`src/rtl/gpio_arb_pkg.sv`:
```
// gpio_arb_pkg: shared types and constants for the two-master GPIO port arbiter.
package gpio_arb_pkg;

   typedef enum logic [1:0] {
      IDLE   = 2'd0,
      ACCESS = 2'd1,
      ACK    = 2'd2
   } arb_state_t;

   localparam int GPIO_ARB_ADDR_W = 14;
   localparam int GPIO_ARB_DATA_W = 32;

   localparam logic M0 = 1'b0;
   localparam logic M1 = 1'b1;

endpackage

```
`src/rtl/gpio_arb_rr2.sv`:
```
// gpio_arb_rr2: combinational two-way round-robin pick.
// With GPIO_ARB_LOCK_EN defined, a valid owner restricts the grant to that
// master; otherwise the owner inputs are ignored.
module gpio_arb_rr2
   import gpio_arb_pkg::*;
(
   input  logic [1:0] req,
   input  logic       last,
   input  logic       owner,
   input  logic       owner_vld,
   output logic       grant,
   output logic       grant_vld
);

`ifdef GPIO_ARB_LOCK_EN
   // Pick the winner: locked owner first, otherwise round-robin on last grant.
   always_comb begin
      grant     = M0;
      grant_vld = 1'b0;
      if (owner_vld) begin
         grant     = owner;
         grant_vld = req[owner];
      end else begin
         case (req)
            2'b01:   begin grant = M0;    grant_vld = 1'b1; end
            2'b10:   begin grant = M1;    grant_vld = 1'b1; end
            2'b11:   begin grant = ~last; grant_vld = 1'b1; end
            default: begin grant = M0;    grant_vld = 1'b0; end
         endcase
      end
   end
`else
   logic unused_owner_s;
   assign unused_owner_s = owner ^ owner_vld;

   // Pick the winner: single requester wins, ties go to the master not served last.
   always_comb begin
      grant     = M0;
      grant_vld = 1'b0;
      case (req)
         2'b01:   begin grant = M0;    grant_vld = 1'b1; end
         2'b10:   begin grant = M1;    grant_vld = 1'b1; end
         2'b11:   begin grant = ~last; grant_vld = 1'b1; end
         default: begin grant = M0;    grant_vld = 1'b0; end
      endcase
   end
`endif

endmodule

```
`src/rtl/gpio_bus_arbiter.sv`:
```
// gpio_bus_arbiter: shares the GPIO register port between two req/ack masters.
// Each transaction: IDLE (sample/grant) -> ACCESS (one port cycle) -> ACK pulse.
// Optional macro GPIO_ARB_LOCK_EN enables master ownership via m*_lock.
module gpio_bus_arbiter
   import gpio_arb_pkg::*;
#(
   parameter int ADDR_W = GPIO_ARB_ADDR_W,
   parameter int DATA_W = GPIO_ARB_DATA_W,
   localparam int BE_W  = DATA_W / 8
) (
   input  logic              clk,
   input  logic              rst,
   input  logic              m0_req,
   input  logic [ADDR_W-1:0] m0_addr,
   input  logic [BE_W-1:0]   m0_we,
   input  logic [DATA_W-1:0] m0_wdata,
   input  logic              m0_lock,
   output logic              m0_ack,
   output logic [DATA_W-1:0] m0_rdata,
   input  logic              m1_req,
   input  logic [ADDR_W-1:0] m1_addr,
   input  logic [BE_W-1:0]   m1_we,
   input  logic [DATA_W-1:0] m1_wdata,
   input  logic              m1_lock,
   output logic              m1_ack,
   output logic [DATA_W-1:0] m1_rdata,
   output logic              sel,
   output logic [ADDR_W-1:0] addr,
   output logic [BE_W-1:0]   we,
   output logic [DATA_W-1:0] wdata,
   input  logic [DATA_W-1:0] rdata,
   output logic              busy
);

   arb_state_t        state_r;
   arb_state_t        state_nxt_s;
   logic              last_r;
   logic              gnt_r;
   logic              grant_s;
   logic              grant_vld_s;
   logic              owner_s;
   logic              owner_vld_s;
   logic [ADDR_W-1:0] req_addr_s;
   logic [BE_W-1:0]   req_we_s;
   logic [DATA_W-1:0] req_wdata_s;

   gpio_arb_rr2 u_rr2 (
      .req       ({m1_req, m0_req}),
      .last      (last_r),
      .owner     (owner_s),
      .owner_vld (owner_vld_s),
      .grant     (grant_s),
      .grant_vld (grant_vld_s)
   );

`ifdef GPIO_ARB_LOCK_EN
   logic owner_r;
   logic owner_vld_r;
   logic gnt_lock_s;

   assign gnt_lock_s  = (gnt_r == M1) ? m1_lock : m0_lock;
   assign owner_s     = owner_r;
   assign owner_vld_s = owner_vld_r;

   // Track the locking master: set when a locked transaction completes, cleared by an unlocked one.
   always_ff @(posedge clk) begin
      if (rst) begin
         owner_r     <= M0;
         owner_vld_r <= 1'b0;
      end else if (state_r == ACCESS) begin
         if (gnt_lock_s) begin
            owner_r     <= gnt_r;
            owner_vld_r <= 1'b1;
         end else if (owner_vld_r && (owner_r == gnt_r)) begin
            owner_vld_r <= 1'b0;
         end
      end
   end
`else
   logic unused_lock_s;
   assign unused_lock_s = m0_lock ^ m1_lock;
   assign owner_s       = M0;
   assign owner_vld_s   = 1'b0;
`endif

   // Select the winning master's request fields for latching onto the port.
   always_comb begin
      req_addr_s  = m0_addr;
      req_we_s    = m0_we;
      req_wdata_s = m0_wdata;
      if (grant_s == M1) begin
         req_addr_s  = m1_addr;
         req_we_s    = m1_we;
         req_wdata_s = m1_wdata;
      end else begin
         req_addr_s  = m0_addr;
         req_we_s    = m0_we;
         req_wdata_s = m0_wdata;
      end
   end

   // Next-state logic of the access sequencer.
   always_comb begin
      state_nxt_s = state_r;
      case (state_r)
         IDLE: begin
            if (grant_vld_s) begin
               state_nxt_s = ACCESS;
            end else begin
               state_nxt_s = IDLE;
            end
         end
         ACCESS:  state_nxt_s = ACK;
         ACK:     state_nxt_s = IDLE;
         default: state_nxt_s = IDLE;
      endcase
   end

   // State register and registered busy flag.
   always_ff @(posedge clk) begin
      if (rst) begin
         state_r <= IDLE;
         busy    <= 1'b0;
      end else begin
         state_r <= state_nxt_s;
         busy    <= (state_nxt_s != IDLE);
      end
   end

   // Port drive, grant bookkeeping, read-data capture and ack pulses.
   always_ff @(posedge clk) begin
      if (rst) begin
         sel      <= 1'b0;
         addr     <= '0;
         we       <= '0;
         wdata    <= '0;
         m0_ack   <= 1'b0;
         m1_ack   <= 1'b0;
         m0_rdata <= '0;
         m1_rdata <= '0;
         last_r   <= M1;
         gnt_r    <= M0;
      end else begin
         case (state_r)
            IDLE: begin
               m0_ack <= 1'b0;
               m1_ack <= 1'b0;
               if (grant_vld_s) begin
                  sel    <= 1'b1;
                  addr   <= req_addr_s;
                  we     <= req_we_s;
                  wdata  <= req_wdata_s;
                  last_r <= grant_s;
                  gnt_r  <= grant_s;
               end
            end
            ACCESS: begin
               sel <= 1'b0;
               we  <= '0;
               if (gnt_r == M1) begin
                  m1_ack   <= 1'b1;
                  m1_rdata <= rdata;
               end else begin
                  m0_ack   <= 1'b1;
                  m0_rdata <= rdata;
               end
            end
            ACK: begin
               m0_ack <= 1'b0;
               m1_ack <= 1'b0;
            end
            default: begin
               sel    <= 1'b0;
               we     <= '0;
               m0_ack <= 1'b0;
               m1_ack <= 1'b0;
            end
         endcase
      end
   end

endmodule

```
`config.mk`:
```
export PLATFORM = sky130hd
export DESIGN_NAME = gpio_bus_arbiter
export DESIGN_NICKNAME = d
export VERILOG_FILES = /design/src/rtl/gpio_arb_pkg.sv /design/src/rtl/gpio_arb_rr2.sv /design/src/rtl/gpio_bus_arbiter.sv
export SDC_FILE = /design/constraint.sdc
export NUM_CORES = 1
export LEC_CHECK = 0
export ABC_AREA = 1
export ABC_CLOCK_PERIOD_IN_PS = 1400
export CAP_MARGIN = 25
export CELL_PAD_IN_SITES_DETAIL_PLACEMENT = 0
export CELL_PAD_IN_SITES_GLOBAL_PLACEMENT = 1
export CORE_ASPECT_RATIO = 0.8
export CORE_MARGIN = 4
export CORE_UTILIZATION = 27
export DETAILED_ROUTE_END_ITERATION = 6
export PLACE_DENSITY = 0.9
export SLEW_MARGIN = 10
export SYNTH_ARGS = -nofsm -noshare
export SYNTH_HDL_FRONTEND = slang
export SYNTH_SLANG_ARGS = --single-unit
```
`constraint.sdc`:
```
create_clock -name clk -period 1.4 [get_ports clk]
set_input_delay 0.14 -clock clk [delete_from_list [all_inputs] [get_ports clk]]
set_output_delay 0.14 -clock clk [all_outputs]
set_load 0.005 [all_outputs]
```
======== After elaboration in Yosys (flattened, before gate mapping) ========
Index checks and enable logic that the tools add are counted.
word-level totals
  flip-flop bits (word level) ............. 122
  output and inout bits ................... 118
cells by class
  eq/ne operators ......................... 6
  multiplexer cells ....................... 11
  bitwise logic cells ..................... 4
  reduce and logical (&&, ||, !) cells .... 8
operator list
  operator              number
  $mux W32              1
  $mux W14              1
  $mux W4               2
  $pmux W4 S2           1
  $reduce_and A2 Y1     4
  $eq A2 B2 Y1 const B  3
  $eq A2 B1 Y1 const B  2
  $not A1 Y1            4
  $pmux W1 S2           2
  $pmux W2 S2           1
  $mux W1               3
  $reduce_or A3 Y1      1
  $logic_not A2 Y1      1
  $ne A2 B2 Y1 const B  1
  $reduce_bool A2 Y1    1
  $reduce_or A2 Y1      1

======== Depth between registers and ports, before layout ========
  word-level depth ........................ 6
  mapped depth ............................ 8
  mapped depth without buffers ............ 7

======== Modules after synthesis ========
A second synthesis with hierarchy kept.
second synthesis, totals
  cells, all modules ...................... 853
  area, all modules ....................... 5459.0 um^2
by module, submodules not included
  module            instances  cells an instance  area an instance (um^2)
  gpio_bus_arbiter  1          850                5444.0
  gpio_arb_rr2      1          3                  15.0

======== Least setup slack after synthesis ========
OpenSTA, ideal clock, no wires.
  path type ............................... flip-flop to flip-flop
  start point ............................. reg state_r[0]
  end point ............................... reg wdata[10]
  library setup time ...................... 0.117 ns
  arrival ................................. 1.134 ns
  setup slack ............................. 0.149 ns
  stages on the path, launching flop included .. 9
  path buffers ............................ 2
  clock period less this slack ............ 1.251 ns
  path through ............................ dfxtp_1 -> inv_1 -> nand2_1 -> nor2_2 -> buf_4 -> buf_4 -> nand2_1 -> nor2_1 -> nor2_1
between the ends
  cells in the longest elaborated chain, start to end .. 2
RTL lines
  element                             RTL line                 source
  start, declared                     gpio_bus_arbiter.sv:35   arb_state_t state_r;
  start signal, assigned              gpio_bus_arbiter.sv:125  state_r <= state_nxt_s;
  $logic_not A2 Y1                    gpio_bus_arbiter.sv:144  case (state_r)
  $reduce_and A2 Y1 (no source line)  n/a
  end signal, assigned                gpio_bus_arbiter.sv:152  wdata <= req_wdata_s;
  end, declared                       gpio_bus_arbiter.sv:30   output logic [DATA_W-1:0] wdata,
Every way passes these cells.
A chain may end at the register's enable or synchronous reset.

======== Final worst setup path ========
  start point ............................. reg state_r[1]
  end point ............................... reg wdata[31]
Same word-level chain as after synthesis.

==> flow_summary.toml <==
[pwr]
p_int_w = 0.00834
swShare = 0.242
seqPwrFrac = 0.358
p_sw_w = 0.00266
p_total_w = 0.0110
p_comb_frac = 0.181
power_frac_clock = 0.461
ir_worst_vdd_mv = 0.650
power.density_mw_per_mm2 = 1260
p_leak_nw = 4.59

[clocking]
cts_made_buffers = 17
insertion_delay_ns = 0.40
root_buffer = "clkbuf_16"
clock_path_buffers = 2
cts_sinks = 122
cts.htree.levels = 4
cts_tree = "done"
clk_pin_slew_ns = 0.06

[global_routing]
grt_use_met1 = 0.193
antenna_found_initial = 0
gr-total-overflow = 0
grt_max_degree = 71
grtUsageMet2 = 0.237
top_usage_layer = "met2"
first_global_vias = 4856
grt_pass1_wl_um = 25300
met3_usage = 0.0624
grt_usage = 0.149

[placed_design]
gp_congestion = 0.778
port_buffers = 253
pre_cts_slack_ns = -0.192
dp_hpwl_um = 11900
placed_area_sq_mm = 0.00801

[route]
drt-pass1-iter-count = 4
drc_errors = 0
wl_per_cell_um = 13.6
drt_iter0_drc = 266
antenna_left = 0
vias_per_cell = 4.21
wl_um = 17200
num_vias = 5329

[run_status]
status = "completed"

[floorplanning]
ios = 256
core_sq_mm = 0.0183
die_y_um = 131
dieWidth_um = 162
rows = 44
die-area_sq_mm = 0.0211
initial_core_util = 0.278

[sta]
maxSlewHeadroom = 0.832
skew_ns = 0.00700
setup_violations = 0
hold_viol = 0
slew_viol_final = 0
worst_slew_pin_slew_ns = 0.250
min_period_over_period = 0.933
fmax_ghz = 0.765
finalSetupTns_ns = 0
min_period_ns = 1.31
final.setup.worst_slack_ns = 0.0932

[synth]
synth_edf_count = 0
avgSynthCellArea_sq_um = 6.86
synth_cell_type_count = 16
ys_ff_latch = 122
yosys_most_used_dff = "dfxtp_1"
netlist_instances = 742
netlist_area_sq_mm = 0.00509
synth_nets = 880
yosysWarnings = 0
yosysSeqAreaShare = 0.480
ys_async_sr_fraction = 0

[final_layout]
layout.nets = 1137
area_growth_pct = 72.1
final_layout_size_suffix_gt1_frac = 0.0781
antenna_cells = 0
postLayoutCellArea_sq_mm = 0.00876

[worst_setup_path]
end_kind = "flop"
path_class = "flop to flop"
cp.arrival_ns = 1.60
path_cells = "inv_2 > nand2_2 > nor2_4 > buf_4 > clkbuf_16 > nand2_1 > nor2_1 > nor2_1"
crit_required_ns = 1.69
worstSetupStartpointType = "flop"
path_max_fanout = 18
crit_slowest_cell = "dfxtp_1"
cp_common_cell = "nor2_1"
cpPeakStageDelay_ns = 0.30

[hold_path]
hp-class = "primary input to flop"

[run]
drv_cap = 0
==> worst paths after layout <==
kind / startpoint / to / slack (ns) / depth (start not counted)
setup / recovery: state_r[1] / wdata[31] / 0.09 / 8
setup reg to reg: state_r[1] / wdata[31] / 0.09 / 8
hold / removal: rdata[24] / m1_rdata[24] / 0.38 / 3
hold reg to reg: m1_rdata[23] / m1_rdata[23] / 0.44 / 2
==> metrics by stage <==
step	cells	hold slack [ns]	utilization
after global routing	1265	0.369	0.478
after floorplan	742	0.209	-
final	1265	0.383	0.478
after CTS	1259	0.363	0.469
after detailed placement	1227	0.433	0.437
after global placement	1227	0.429	0.437
==> area by class of cell <==
cell class	instances	area [sq um]
fillers	1914	9570
repair buffers	283	2860
flip-flops and latches	122	2450
multi-input cells	447	1960
inverters	128	480
clock buffers	21	470
well taps	253	317
clock inverters	11	215
==> critical path: cells and delay by family (launching register included) <==
kind,cells,cell delay (ns)
DFF,1,0.30
and+or+nand+nor,5,0.44
buffers and inverters,3,0.45
==> sequential cells by signal, indices dropped and copies added (netlist names) <==
signal,flops
busy,1
sel,1
gnt_r,1
addr,14
we,4
m0_rdata,32
last_r,1
state_r,2
wdata,32
m1_ack,1
m1_rdata,32
m0_ack,1
==> cells in the mapped netlist (2+ instances only) <==
library cell	instances	area (sq um)
a21oi_1	69	345
buf_2	8	40.0
buf_4	5	37.5
buf_6	3	33.8
clkbuf_1	28	105
dfxtp_1	122	2440
inv_1	127	477
nand2_1	131	492
nand2_2	2	12.5
nand3_1	43	215
nor2_1	104	390
o21ai_0	96	480
==> cell usage in the layout, fill, tap and decap left out <==
| cell | count |
|---|---|
| clkdlybuf4s50_1 | 135 |
| nand2_1 | 130 |
| inv_1 | 125 |
| dfxtp_1 | 113 |
| nor2_1 | 104 |
| o21ai_0 | 96 |
| dlygate4sd2_1 | 89 |
| a21oi_1 | 69 |
| nand3_1 | 41 |
| dlymetal6s2s_1 | 29 |
| clkbuf_16 | 19 |
| buf_4 | 18 |
| dfxtp_2 | 9 |
| buf_12 | 8 |
| bufinv_16 | 6 |
| inv_2 | 3 |
| nand2_2 | 3 |
| clkbuf_8 | 3 |
| nand3_2 | 2 |
| clkinv_2 | 2 |
| clkinv_4 | 2 |
| buf_6 | 2 |
| nor2_4 | 1 |
| o21ai_1 | 1 |
| clkbuf_1 | 1 |
| clkinvlp_4 | 1 |
==> power groups by stage <==
stage / Combinational [W] / Clock [W] / Sequential [W]
after floorplan: 0.000792 / 0 / 0.00403
after global placement: 0.00207 / 0 / 0.00400
after detailed placement: 0.00209 / 0 / 0.00402
after CTS: 0.00193 / 0.00521 / 0.00394
after global routing: 0.00221 / 0.00540 / 0.00397
final: 0.00199 / 0.00507 / 0.00394
==> logic make-up (layout without fill, tap and decap cells) <==
group / Yosys count / in the layout / share of synthesized area
and+or+nand+nor: 281 / 281 / 0.219
AOI/OAI and AO/OA: 166 / 166 / 0.163
buffers and inverters: 173 / 443 / 0.138
DFF: 122 / 122 / 0.480
==> metal layers <==
| metal | wire [um] | vias up | part of all wire |
|---|---|---|---|
| met4 | 117 | 0 | 0.0068 |
| li1 | - | 2809 | - |
| met1 | 7940 | 2350 | 0.46 |
| met2 | 7920 | 159 | 0.46 |
| met3 | 1230 | 11 | 0.071 |
| met5 | 0 | - | 0 |
==> repair_timing <==
| item | CTS | global route |
|---|---|---|
| endpoints found under the hold margin | 0 | 0 |
| cloned | 0 | 3 |
| gates resized for setup | 93 | 37 |
| setup buffers | 0 | 3 |
| hold buffers | 0 | 0 |
| setup endpoints to repair | 92 | 68 |
| pin swaps | 0 | 1 |
Power figures use the tool's default switching activity.
